File: src/rtl/mux_stream_rr.sv
// mux_stream_rr: N-input registered stream mux that locks onto one channel per packet.
// Define MUX_STREAM_RR_PKT_CNT_EN to add the 16-bit completed-packet counter output pkt_count.
module mux_stream_rr #(
  parameter int WIDTH = 8,
  parameter int N_IN  = 4,
  parameter int MODE  = 0
) (
  input  logic                    clk,
  input  logic                    rst,
  input  logic [N_IN*WIDTH-1:0]   in_data,
  input  logic [N_IN-1:0]         in_valid,
  input  logic [N_IN-1:0]         in_last,
  output logic [N_IN-1:0]         in_ready,
  output logic [WIDTH-1:0]        out_data,
  output logic                    out_valid,
  output logic                    out_last,
  output logic [$clog2(N_IN)-1:0] out_sel,
  input  logic                    out_ready
`ifdef MUX_STREAM_RR_PKT_CNT_EN
  ,
  output logic [15:0]             pkt_count
`endif
);

  localparam int SEL_W = $clog2(N_IN);
  localparam logic [SEL_W-1:0] LAST_IDX = SEL_W'(N_IN - 1);

  typedef enum logic [0:0] {
    IDLE   = 1'b0,
    LOCKED = 1'b1
  } state_t;

  state_t           state_r;
  state_t           state_s;
  logic [SEL_W-1:0] grant_r;
  logic [SEL_W-1:0] grant_s;
  logic [SEL_W-1:0] rr_ptr_r;
  logic [SEL_W-1:0] rr_ptr_s;
  logic [SEL_W-1:0] winner_s;
  logic [WIDTH-1:0] grant_data_s;
  logic             space_s;
  logic             accept_s;

  // Arbitration: first valid channel scanning upward from the start index, wrapping at N_IN.
  always_comb begin
    logic [SEL_W-1:0] start_v;
    logic             found_v;
    int               idx_v;
    winner_s = '0;
    found_v  = 1'b0;
    idx_v    = 0;
    start_v  = (MODE == 0) ? rr_ptr_r : '0;
    for (int k = 0; k < N_IN; k++) begin
      idx_v = (int'(start_v) + k) % N_IN;
      if (!found_v && in_valid[SEL_W'(idx_v)]) begin
        winner_s = SEL_W'(idx_v);
        found_v  = 1'b1;
      end else begin
        found_v  = found_v;
      end
    end
  end

  // Data mux for the granted channel.
  always_comb begin
    grant_data_s = '0;
    for (int i = 0; i < N_IN; i++) begin
      if (grant_r == SEL_W'(i)) begin
        grant_data_s = in_data[i*WIDTH +: WIDTH];
      end else begin
        grant_data_s = grant_data_s;
      end
    end
  end

  // Next-state, grant and handshake logic.
  always_comb begin
    state_s  = state_r;
    grant_s  = grant_r;
    rr_ptr_s = rr_ptr_r;
    in_ready = '0;
    accept_s = 1'b0;
    space_s  = !out_valid || out_ready;
    case (state_r)
      IDLE: begin
        if (|in_valid) begin
          state_s = LOCKED;
          grant_s = winner_s;
        end else begin
          state_s = IDLE;
        end
      end
      LOCKED: begin
        in_ready[grant_r] = space_s;
        accept_s          = space_s && in_valid[grant_r];
        // Leaving on the last beat; the next arbitration happens one cycle later from IDLE.
        if (accept_s && in_last[grant_r]) begin
          state_s  = IDLE;
          rr_ptr_s = (grant_r == LAST_IDX) ? '0 : grant_r + SEL_W'(1);
        end else begin
          state_s  = LOCKED;
        end
      end
      default: begin
        state_s = IDLE;
      end
    endcase
  end

  // State and output register; holds the beat while the consumer stalls.
  always_ff @(posedge clk or posedge rst) begin
    if (rst) begin
      state_r   <= IDLE;
      grant_r   <= '0;
      rr_ptr_r  <= '0;
      out_valid <= 1'b0;
      out_data  <= '0;
      out_last  <= 1'b0;
      out_sel   <= '0;
    end else begin
      state_r  <= state_s;
      grant_r  <= grant_s;
      rr_ptr_r <= rr_ptr_s;
      if (accept_s) begin
        out_valid <= 1'b1;
        out_data  <= grant_data_s;
        out_last  <= in_last[grant_r];
        out_sel   <= grant_r;
      end else if (out_ready) begin
        out_valid <= 1'b0;
      end
    end
  end

`ifdef MUX_STREAM_RR_PKT_CNT_EN
  // Counts packets completed on the output side; wraps naturally at 16 bits.
  always_ff @(posedge clk or posedge rst) begin
    if (rst) begin
      pkt_count <= 16'h0000;
    end else if (out_valid && out_ready && out_last) begin
      pkt_count <= pkt_count + 16'h0001;
    end
  end
`endif

endmodule

File: config.mk
export PLATFORM = sky130hd
export DESIGN_NAME = mux_stream_rr
export DESIGN_NICKNAME = d
export VERILOG_FILES = /design/src/rtl/mux_stream_rr.sv
export SDC_FILE = /design/constraint.sdc
export NUM_CORES = 1
export LEC_CHECK = 0
export BUFFER_PORTS_ARGS = -buffer_cell sky130_fd_sc_hd__buf_2
export CORE_UTILIZATION = 37
export DETAILED_ROUTE_END_ITERATION = 10
export GPL_TIMING_DRIVEN = 0
export PLACE_DENSITY = 0.7
export SYNTH_ARGS = -nofsm -noshare
export SYNTH_HDL_FRONTEND = slang
export SYNTH_SLANG_ARGS = --single-unit
File: constraint.sdc
create_clock -name clk -period 1.8 [get_ports clk]
set_clock_uncertainty 0.05 [all_clocks]
set_input_delay 0.09 -clock clk [delete_from_list [all_inputs] [get_ports clk]]
set_output_delay 0.09 -clock clk [all_outputs]
set_load 0.005 [all_outputs]
==> results_dict.tcl <==
set metrics [dict create \
    clk_pin_slew_ns 0.11 \
    stdcell_count 219 \
    synth-edff-count 0 \
    avgSynthCellArea_um2 9.729 \
    synth-async-reset-ratio_pct 100.0 \
    ys_seq_elements 17 \
    netlist_area_mm2 0.001129 \
    num_rows 19 \
    rsz0062_at_grt "yes" \
    p_comb_share_pct 65.0 \
    period_share_pct 99.87 \
    p_per_area_mw_per_mm2 1627 \
    grt_usage_pct 18.41 \
    dieArea_mm2 0.003275 \
    cts-buffers-inserted 3 \
    status "finished with violations" \
    cts-root-buf "clkbuf_4" \
    vias 1178 \
    hold_viol 0 \
    dp_cells 205 \
    ys_seq_area_share_pct 37.69 \
    die_x_um 57.23 \
    syn-instance-count 116 \
    wl_per_cell_um 14.25 \
    drc 7 \
    max_slew_margin_pct 56.83 \
    tritoncts "yes" \
    min_period_ns 1.798 \
    finalWeightedCongestion 0.8089 \
    die_y_um 57.23 \
    totalWireLength_um 3120 \
    synthFlopType "dfrtp_1" \
    p_int_mw 1.638 \
    critical_path_arrival_ns 1.94 \
    antenna_found_initial 0 \
    fmax_mhz 556.3 \
    crit_required_ns 1.95 \
    syn2layout_area_growth_pct 47.23 \
    htreeDepth 1 \
    timing_worst_setup_path_type "reg2reg" \
    cp_max_fo 10 \
    ant_nets 0 \
    power.switching_mw 1.066 \
    holdWs_ns 0.06687 \
    slew_viol_final 0 \
    synth.distinct_cells 31 \
    clockBufferDepth 2 \
    failed_checks "design-rule violations" \
    finalSetupViolations 0 \
    grt.overflow.total 0 \
    maxCapViolations 0 \
    drtIter0Drc 63 \
    clk-insertion-delay-late_ns 0.30 \
    clock-sinks 17 \
    first_pass_iters 7 \
    cp-start-kind "register" \
    drive_gt1_share_pct 51.06 \
    grt_pass1_vias 1089 \
    core_area_mm2 0.002829 \
    worst_slew_pin_slew_ns 0.6468 \
    hp-class "in2reg" \
    initial_core_util_pct 39.89 \
    antenna_cells 0 \
    endpoint_kind "register" \
    p_seq_share_pct 27.2 \
    viasPerCell 5.379 \
    grt_max_degree 18 \
    synthesis.nets 163 \
    port_buffers 58 \
    power.leakage_nw 0.8376 \
    p_clk_share_pct 7.8 \
    swShare_pct 39.43 \
    grt_first_pass_wirelength_um 4747 \
    final_cell_mix "58 x buf_2, 17 x nand2_1, 16 x dfrtp_1" \
    io_pins 59 \
    dp_hpwl_um 2264 \
    setup_tns_ns 0 \
    final_nets 236 \
    yosys_warnings 0 \
    ir_worst_vdd_mv 0.6276 \
    layout_commonest_cell "buf_2" \
]
## cells in the mapped netlist, types with 2 or more instances
library cell / instances / area [um2]
mux2_2: 6 / 67.56
a221oi_1: 7 / 61.31
nand2b_1: 4 / 25.02
dfrtp_1: 17 / 425.4
nand2_1: 17 / 63.81
clkbuf_1: 3 / 11.26
nand4_1: 2 / 12.51
a21oi_1: 3 / 15.01
nor2b_1: 8 / 50.05
o21ai_0: 7 / 35.03
nor2_1: 2 / 7.510
nor4bb_1: 2 / 20.02
and3_1: 4 / 25.02
ha_1: 4 / 50.05
mux2_4: 2 / 30.03
o31ai_1: 8 / 60.06
inv_1: 6 / 22.52
## worst paths after layout
path                              from           to  slack, ns  cells past startpoint
setup reg to reg            grant_r[0]  out_data[6]      0.002                      5
setup / recovery            grant_r[0]  out_data[6]      0.002                      5
max in group asynchronous          rst   grant_r[0]       0.89                      3
min in group asynchronous          rst  out_data[1]       0.36                      3
hold reg to reg            out_data[2]  out_data[2]       0.44                      2
hold / removal             in_data[26]  out_data[2]       0.07                      3
## repair_timing
| action | CTS | global route |
|---|---|---|
| resized for setup | 10 | 18 |
| endpoints found under the hold margin | 17 | 0 |
| hold buffers | 1 | 0 |
| cloned | 0 | 0 |
| pin swaps | 0 | 4 |
| buffers inserted | 2 | 7 |
| setup endpoints to repair | 12 | 10 |
## final cells by class
cell class                 count  area [um2]
timing repair buffer          68       375.4
buffer                         5       45.04
fill                         259        1167
sequential                    17       426.7
tap                           31       38.79
clock buffer                   4       26.28
multi-input combinational     88       724.4
inverter                       6       25.02
## power groups by stage
stage                     clock (mW)  sequential, mW  combinational, mW
after floorplan                    0           0.723              0.946
after global routing           0.232           0.764               1.91
after CTS                      0.211           0.728               1.46
after global placement             0           0.731               1.33
final                          0.211           0.736               1.76
after detailed placement           0           0.742               1.35
## routing by layer
layer,track usage [%],part of all wire (%),vias up
li1,-,-,578
met1,22.91,43,544
met2,32.94,49,50
met3,2.948,6.5,6
met4,5.226,1.3,0
met5,0,0,-
## worst max-delay path: stages (launching register included)
cell and delay (ns):
dfrtp_2 0.49, ha_1 0.26, buf_4 0.20, a221oi_1 0.33
o31ai_1 0.11, mux2_2 0.26
## per-stage QoR
stage | power (mW) | setup WS, ns | instance area (um2) | utilization (%)
floorplan | 1.669 | 0.08553 | 1129 | -
global placement | 2.064 | -0.1852 | 1458 | 51.53
detailed placement | 2.096 | -0.1972 | 1458 | 51.53
CTS | 2.404 | -0.009058 | 1535 | 54.27
global route | 2.909 | -0.07522 | 1662 | 58.74
finish | 2.704 | 0.002291 | 1662 | 58.74
## registers in the layout, summed over array words and instances (netlist names)
register	count
grant_r	2
out_data	8
out_last	1
out_sel	2
out_valid	1
rr_ptr_r	2
state_r	1
## logic make-up (layout without fill, tap and decap cells)
kind of cell	after synthesis	count (layout)	synth area share (%)
buf+inv	11	83	4.656
simple gates	44	44	21.73
mux	10	10	12.97
flops	17	17	37.69
fa+ha+maj	4	4	4.435
compound gates	30	30	18.52
Note: power is estimated with default switching activity, not from simulation.
